==> src/rtl/alu_exec_unit_pkg.sv <==
// Shared ALU control codes, FSM state encoding and flag bundle for the execute-stage ALU.
// Shift support is compiled in only when ALU_EXEC_SHIFT_EN is defined.
package alu_exec_unit_pkg;

   localparam logic [3:0] ALU_AND   = 4'b0000;
   localparam logic [3:0] ALU_ORR   = 4'b0001;
   localparam logic [3:0] ALU_ADD   = 4'b0010;
   localparam logic [3:0] ALU_LSL   = 4'b0011;
   localparam logic [3:0] ALU_LSR   = 4'b0100;
   localparam logic [3:0] ALU_SUB   = 4'b0110;
   localparam logic [3:0] ALU_PASSB = 4'b0111;
   localparam logic [3:0] ALU_NOR   = 4'b1100;

   typedef enum logic [1:0] {
      ST_IDLE  = 2'd0,
      ST_SHIFT = 2'd1,
      ST_HOLD  = 2'd2
   } alu_state_e;

   typedef struct packed {
      logic n;
      logic z;
      logic c;
      logic v;
   } alu_flags_t;

   function automatic logic is_shift_code(input logic [3:0] code);
      return (code == ALU_LSL) || (code == ALU_LSR);
   endfunction

endpackage

==> src/rtl/alu_exec_unit_shifter.sv <==
// Iterative one-bit-per-cycle logical shifter; done_o marks the cycle whose edge
// produces the final shifted value on data_o.
module alu_iter_shifter
   import alu_exec_unit_pkg::*;
#(
   parameter int DATA_W  = 64,
   parameter int SHAMT_W = 6
) (
   input  logic               clk,
   input  logic               rst_n,
   input  logic               start_i,
   input  logic               left_i,
   input  logic [DATA_W-1:0]  data_i,
   input  logic [SHAMT_W-1:0] shamt_i,
   output logic [DATA_W-1:0]  data_o,
   output logic               done_o
);

   logic [DATA_W-1:0]  data_q, data_d;
   logic [SHAMT_W-1:0] cnt_q, cnt_d;
   logic               left_q, left_d;
   logic               active_q, active_d;
   logic [DATA_W-1:0]  shift_next;

   assign shift_next = left_q ? {data_q[DATA_W-2:0], 1'b0} : {1'b0, data_q[DATA_W-1:1]};
   assign data_o     = shift_next;
   assign done_o     = active_q && (cnt_q == SHAMT_W'(1));

   always_comb begin
      data_d   = data_q;
      cnt_d    = cnt_q;
      left_d   = left_q;
      active_d = active_q;
      if (start_i) begin
         data_d   = data_i;
         cnt_d    = shamt_i;
         left_d   = left_i;
         active_d = (shamt_i != '0);
      end else if (active_q) begin
         data_d = shift_next;
         cnt_d  = cnt_q - SHAMT_W'(1);
         if (cnt_q == SHAMT_W'(1)) begin
            active_d = 1'b0;
         end
      end
   end

   always_ff @(posedge clk or negedge rst_n) begin
      if (!rst_n) begin
         data_q   <= '0;
         cnt_q    <= '0;
         left_q   <= 1'b0;
         active_q <= 1'b0;
      end else begin
         data_q   <= data_d;
         cnt_q    <= cnt_d;
         left_q   <= left_d;
         active_q <= active_d;
      end
   end

endmodule

==> src/rtl/alu_exec_unit.sv <==
// Execute-stage ALU with valid/ready on both sides, registered result and NZCV flags.
// Define ALU_EXEC_SHIFT_EN to enable the iterative LSL/LSR path (otherwise they execute as ADD).
module alu_exec_unit
   import alu_exec_unit_pkg::*;
#(
   parameter int DATA_W  = 64,
   parameter int SHAMT_W = 6
) (
   input  logic               clk,
   input  logic               rst_n,
   input  logic               in_valid,
   output logic               in_ready,
   input  logic [3:0]         control_bits,
   input  logic [DATA_W-1:0]  operand_a,
   input  logic [DATA_W-1:0]  operand_b,
   input  logic [SHAMT_W-1:0] shamt,
   output logic               out_valid,
   input  logic               out_ready,
   output logic [DATA_W-1:0]  result,
   output logic               flag_n,
   output logic               flag_z,
   output logic               flag_c,
   output logic               flag_v,
   output logic               busy
);

   alu_state_e        state_q, state_d;
   logic [DATA_W-1:0] result_q, result_d;
   alu_flags_t        flags_q, flags_d;
   logic              out_valid_q, out_valid_d;
   logic              accept;
   logic              sub_op, alu_c, alu_v;
   logic [DATA_W-1:0] b_eff, alu_res;
   logic [DATA_W:0]   sum_w;

   assign in_ready = rst_n && (state_q == ST_IDLE) && (!out_valid_q || out_ready);
   assign accept   = in_valid && in_ready;

   // SUB reuses the adder as a + ~b + 1, so carry-out doubles as no-borrow
   always_comb begin
      sub_op  = (control_bits == ALU_SUB);
      b_eff   = sub_op ? ~operand_b : operand_b;
      sum_w   = {1'b0, operand_a} + {1'b0, b_eff} + {{DATA_W{1'b0}}, sub_op};
      alu_res = sum_w[DATA_W-1:0];
      alu_c   = sum_w[DATA_W];
      alu_v   = (operand_a[DATA_W-1] == b_eff[DATA_W-1]) &&
                (sum_w[DATA_W-1] != operand_a[DATA_W-1]);
      case (control_bits)
         ALU_AND:   begin alu_res = operand_a & operand_b;    alu_c = 1'b0; alu_v = 1'b0; end
         ALU_ORR:   begin alu_res = operand_a | operand_b;    alu_c = 1'b0; alu_v = 1'b0; end
         ALU_PASSB: begin alu_res = operand_b;                alu_c = 1'b0; alu_v = 1'b0; end
         ALU_NOR:   begin alu_res = ~(operand_a | operand_b); alu_c = 1'b0; alu_v = 1'b0; end
`ifdef ALU_EXEC_SHIFT_EN
         ALU_LSL, ALU_LSR: begin alu_res = operand_a; alu_c = 1'b0; alu_v = 1'b0; end
`endif
         default: ;
      endcase
   end

`ifdef ALU_EXEC_SHIFT_EN
   logic              shift_start, shift_done;
   logic [DATA_W-1:0] shift_res;

   assign shift_start = accept && is_shift_code(control_bits) && (shamt != '0);
   assign busy        = (state_q == ST_SHIFT);

   alu_iter_shifter #(
      .DATA_W (DATA_W),
      .SHAMT_W(SHAMT_W)
   ) u_shifter (
      .clk    (clk),
      .rst_n  (rst_n),
      .start_i(shift_start),
      .left_i (control_bits == ALU_LSL),
      .data_i (operand_a),
      .shamt_i(shamt),
      .data_o (shift_res),
      .done_o (shift_done)
   );
`else
   logic unused_shamt;
   assign unused_shamt = ^shamt;
   assign busy         = 1'b0;
`endif

   always_comb begin
      state_d     = state_q;
      result_d    = result_q;
      flags_d     = flags_q;
      out_valid_d = out_valid_q;
      case (state_q)
         ST_IDLE: begin
            if (accept) begin
`ifdef ALU_EXEC_SHIFT_EN
               if (shift_start) begin
                  state_d     = ST_SHIFT;
                  out_valid_d = 1'b0;
               end else
`endif
               begin
                  result_d    = alu_res;
                  flags_d.n   = alu_res[DATA_W-1];
                  flags_d.z   = (alu_res == '0);
                  flags_d.c   = alu_c;
                  flags_d.v   = alu_v;
                  out_valid_d = 1'b1;
               end
            end else if (out_ready) begin
               out_valid_d = 1'b0;
            end
         end
`ifdef ALU_EXEC_SHIFT_EN
         ST_SHIFT: begin
            if (shift_done) begin
               result_d    = shift_res;
               flags_d.n   = shift_res[DATA_W-1];
               flags_d.z   = (shift_res == '0);
               flags_d.c   = 1'b0;
               flags_d.v   = 1'b0;
               out_valid_d = 1'b1;
               state_d     = ST_HOLD;
            end
         end
`endif
         ST_HOLD: begin
            if (out_ready) begin
               out_valid_d = 1'b0;
               state_d     = ST_IDLE;
            end
         end
         default: state_d = ST_IDLE;
      endcase
   end

   always_ff @(posedge clk or negedge rst_n) begin
      if (!rst_n) begin
         state_q     <= ST_IDLE;
         result_q    <= '0;
         flags_q     <= '0;
         out_valid_q <= 1'b0;
      end else begin
         state_q     <= state_d;
         result_q    <= result_d;
         flags_q     <= flags_d;
         out_valid_q <= out_valid_d;
      end
   end

   assign out_valid = out_valid_q;
   assign result    = result_q;
   assign flag_n    = flags_q.n;
   assign flag_z    = flags_q.z;
   assign flag_c    = flags_q.c;
   assign flag_v    = flags_q.v;

endmodule

==> config.mk <==
export PLATFORM = sky130hd
export DESIGN_NAME = alu_exec_unit
export DESIGN_NICKNAME = d
export VERILOG_FILES = /design/src/rtl/alu_exec_unit_pkg.sv /design/src/rtl/alu_exec_unit_shifter.sv /design/src/rtl/alu_exec_unit.sv
export SDC_FILE = /design/constraint.sdc
export NUM_CORES = 1
export LEC_CHECK = 0
export CAP_MARGIN = 15
export CORE_AREA = 4 4 167 169
export CTS_BUF_LIST = sky130_fd_sc_hd__clkbuf_4 sky130_fd_sc_hd__clkbuf_8 sky130_fd_sc_hd__clkbuf_16
export DETAILED_ROUTE_END_ITERATION = 10
export DIE_AREA = 0 0 171 173
export PLACE_DENSITY = 0.69
export SETUP_SLACK_MARGIN = 0.5
export SYNTH_ARGS = -nofsm -noshare
export SYNTH_HDL_FRONTEND = slang
export SYNTH_SLANG_ARGS = --single-unit
==> constraint.sdc <==
create_clock -name clk -period 4.7 [get_ports clk]
set_input_delay 0.94 -clock clk [delete_from_list [all_inputs] [get_ports clk]]
set_output_delay 0.94 -clock clk [all_outputs]
set_load 0.1 [all_outputs]
==> results.md <==
Status:
- The flow ran to the end, but the final reports show violations.
- The checks that failed: setup timing.

Cells and area:
- The number of nets in the final layout is 2,338.
- Cells with a size suffix above 1 make up 35.5% of the layout.
- Compared with the post-synthesis result, the final layout area differs by 73.7%.
- After routing the design area is 18,200 um^2.
- For this run, the share of the core covered by cells in the final layout is 68.5%.

Min path:
- The capture endpoint of the worst hold path is result[2].
- The path class of the lowest-slack min-delay path is reg -> reg.
- The worst hold path stage count is 2.
- The worst hold path startpoint is result[2].

STA:
- The worst path uses 102% of the clock period.
- The setup skew after layout is 0.00453 ns.
- Derived from the worst setup path, the maximum achievable clock frequency is 208 MHz.
- The tightest hold path in the finished design has a slack of 0.462 ns.
- The final-report hold violation count was 0.
- The count of final setup violators is 2.
- Setup repair after global routing could not meet its margin everywhere.
- The count of pins over their slew limit was 0.
- The worst path in the final design needs a cycle of 4.81 ns, including I/O delays and setup.
- Summed over all failing endpoints, the final setup total negative slack is -0.170 ns.
- The headroom to the max-slew limit is 32.9%.
- For the pin with the worst max-slew slack, the measured transition is 1.00 ns.
- In the post-route analysis, the smallest setup slack over all paths is -0.110 ns.

Job:
- The tool flagged a number of max-cap violations equal to 0.

Setup path:
- The worst endpoint required time is 4.92 ns.
- In this run the register-to-register setup slack is 2.11 ns.
- For the worst setup path, the data arrival time is 5.03 ns.
- The critical path goes through buf_6, and4bb_4, buf_12, buf_6, xor2_1, ha_1, buf_6, nand2_4, buf_6, or4_4, a21oi_2, and3b_2, buf_12, o31ai_4, a2111oi_4, buf_6, mux2i_2, and3_1, and4_1, and4bb_1, a32o_1.
- The worst-path cell with the longest stage delay is sky130_fd_sc_hd__or4_4.
- The number of cells on the worst reg-to-reg path is 11.
- The top fanout value on the critical path is 7.
- The kind of start point of the critical path is an input port.
- The worst setup path is of the in -> reg kind.
- The critical register-to-register path startpoint is out_valid.
- The most frequent cell on the critical path is sky130_fd_sc_hd__buf_6.
- The worst setup path is captured at a register.
- On the worst path, the slowest cell contributes a delay of 0.53 ns.
- The destination of the worst register-to-register timing path is flag_z.

Placement:
- The placed instances occupy a cell area of 16,100 um^2.
- The final HPWL from detailed placement is 41,100 um.
- The routability congestion estimate from global placement is 1.04.
- Buffers placed on the I/O ports in this run total 205.

Die:
- The site row count is 60.
- The starting utilization of the core area is 39.4%.
- The die covers 29,600 um^2.
- The die is 173 um tall.
- The core box area is 26,600 um^2.
- The boundary pin count is 213.
- The floorplan step set the die width to 171 um.

Pwr:
- The power density of the placed cells is 316 nW/um^2.
- The register share of total power is 14.3%.
- In this run the power spent charging and discharging nets is 2.97 mW.
- The largest voltage drop on the vdd net is 0.000192 V.
- The internal power contribution is 2.78 mW.
- The cell leakage power is 8.06 nW.
- The combinational share of power is 73.8%.
- The total power draw is 5.75 mW.
- Net switching is 51.7% of the power.
- The clock network burns 11.9% of the power.

Route:
- The vias per cell is 5.91.
- In the routed design, unresolved DRC markers number 0.
- The first routing iteration left 1,642 violations.
- Before antenna repair, the detailed router went through 6 iterations.
- The detailed-route wire length per cell is 21.3 um.
- The number of vias in the routed layout is 14,600.
- The number of nets with antenna violations after routing is 0.
- The total detailed-routing wirelength is 52,800 um.

Global routing:
- The via count of the first global-routing pass is 13,800.
- The number of antenna violations at the first check in global routing is 2.
- For this run the aggregate overflow at the end of global routing stands at 0.
- Across every metal layer, demand over resource in global routing totals 33.4%.
- The wire length of the first global-routing pass is 78,600 um.
- Entering global routing, the biggest net connects 96 pins.

Yosys:
- The top flip-flop cell by instance count after synthesis is sky130_fd_sc_hd__dfrtp_1.
- The netlist uses 90 different library cells.
- The synthesized design contains 68 register bits.
- When the netlist entered floorplanning its net count stood at 1,681.
- The number of enable-type register cells in the synthesized netlist is 0.
- The synthesized netlist occupies a cell area of 10,500 um^2.
- In this run the mean area of a mapped cell was 7.15 um^2.
- The portion of synthesized cell area occupied by the leading cell type is 16.2%.
- The most repeated cell in the gate-level netlist after synthesis is sky130_fd_sc_hd__nand2_1.
- Sorting the synthesized cells by how often they occur yields sky130_fd_sc_hd__nand2_1 (223), sky130_fd_sc_hd__nor2_1 (131), sky130_fd_sc_hd__o21ai_0 (125).
- The number of synthesis warnings is 0.
- Of the synthesized area, sequential elements account for 16.2%.
- The cell accounting for the most synthesized area is sky130_fd_sc_hd__dfrtp_1.
- After synthesis, the share of flip-flops with an asynchronous set or reset is 100%.
- Synthesis produced a netlist whose cell count is 1,467.
- By area the synthesized netlist is led by sky130_fd_sc_hd__dfrtp_1 (16%), sky130_fd_sc_hd__ha_1 (8.5%), sky130_fd_sc_hd__nand2_1 (8.0%), sky130_fd_sc_hd__xor2_1 (7.2%), sky130_fd_sc_hd__o21ai_0 (6.0%).

Clock tree:
- TritonCTS created 9 clock buffers.
- The H-tree was split into 3 levels.
- The TritonCTS clock tree is done.
- The number of buffers inserted for hold repair after clock tree synthesis is 0.
- The clock sink total is 68.
- At the later pin of the worst-skew pair, clock insertion delay measures 0.33 ns.
- The maximum clock path buffer count is 2.
- The clock-pin slew on the worst setup and hold paths is 0.06 ns.
- The cell chosen for the clock root is sky130_fd_sc_hd__clkbuf_16.
==> power by group through the flow <==
stage | combinational, mW | sequential [mW] | clock (mW)
2_1_floorplan | 1.09 | 1.90 | 0
3_3_place_gp | 3.76 | 0.825 | 0
3_5_place_dp | 3.79 | 0.833 | 0
4_1_cts | 3.95 | 0.825 | 0.692
5_1_grt | 4.43 | 0.840 | 0.716
6_report | 4.24 | 0.824 | 0.683
==> registers in the layout (all words and copies together) (netlist names) <==
| signal | cells |
|---|---|
| out_valid | 1 |
| flag_c | 1 |
| flag_z | 1 |
| result | 64 |
| flag_v | 1 |
==> per-layer routing <==
| layer | track usage (%) | share of wire [%] |
|---|---|---|
| met3 | 4.30 | 9.5 |
| met5 | 0 | 0 |
| met4 | 8.25 | 2.8 |
| met1 | 50.6 | 44 |
| met2 | 49.9 | 43 |
==> metrics by stage <==
step | setup WS [ns] | instances
after floorplan | 0.130 | 1467
after global placement | -0.946 | 2381
after detailed placement | -1.02 | 2381
after CTS | -0.0393 | 2428
after global routing | -0.216 | 2472
final | -0.110 | 2472
==> cell type report <==
cell class	count	area [um^2]
sequential	68	1700
inverter	20	75.1
tap	341	427
clock inverter	6	63.8
clock buffer	10	239
antenna	2	5.00
timing repair buffer	746	6390
fill	2241	8370
multi-input combinational	1279	9310
==> cells by family after synthesis <==
| group | share of synthesized area [%] |
|---|---|
| xor+xnor | 8.61 |
| flops | 16.2 |
| simple gates | 24.0 |
| compound gates | 33.2 |
| buf+inv | 4.92 |
| other cells | 0.0358 |
| fa+ha+maj | 12.3 |
| mux | 0.680 |
==> worst max path at each step <==
stage	endpoint	from	slack (ns)	depth (start not counted)
after floorplan	flag_z	control_bits[0]	0.13	17
after global placement	flag_z	control_bits[3]	-0.95	20
after detailed placement	flag_z	control_bits[3]	-1.02	20
after CTS	flag_z	control_bits[3]	-0.04	20
after global routing	flag_z	control_bits[0]	-0.22	18
final	flag_z	control_bits[0]	-0.11	21
==> what timing repair did <==
action / CTS / global route
endpoints found under the setup margin: 50 / 36
gates resized for setup: 108 / 167
cloned: 2 / 1
buffers inserted: 29 / 41
pin swaps: 48 / 78
==> placed cells by master (no fill, tap or decap), types with 24 or more instances in the layout <==
cell	netlist	final
sky130_fd_sc_hd__nor2_1	131	123
sky130_fd_sc_hd__maj3_1	38	38
sky130_fd_sc_hd__buf_4	8	497
sky130_fd_sc_hd__a21oi_2	1	27
sky130_fd_sc_hd__xor2_1	86	69
sky130_fd_sc_hd__clkdlybuf4s50_1	0	199
sky130_fd_sc_hd__nand2_1	223	205
sky130_fd_sc_hd__ha_1	71	65
sky130_fd_sc_hd__a21oi_1	117	87
sky130_fd_sc_hd__dfrtp_1	68	68
sky130_fd_sc_hd__buf_6	0	36
sky130_fd_sc_hd__a22oi_1	25	24
sky130_fd_sc_hd__a22o_1	50	50
sky130_fd_sc_hd__o21ai_0	125	90
sky130_fd_sc_hd__nand4_1	35	35
sky130_fd_sc_hd__nor3_1	34	26
sky130_fd_sc_hd__nand3_1	34	31
==> worst max-delay path, delay by kind of cell <==
family                     cells  cell delay [ns]
buffers and inverters          7             0.91
AOI/OAI and AO/OA              4             0.70
xor gates and xnor gates       1             0.06
muxes                          1             0.16
adders and majority gates      1             0.36
and+or+nand+nor                7             1.87
Power figures use the tool's default switching activity.
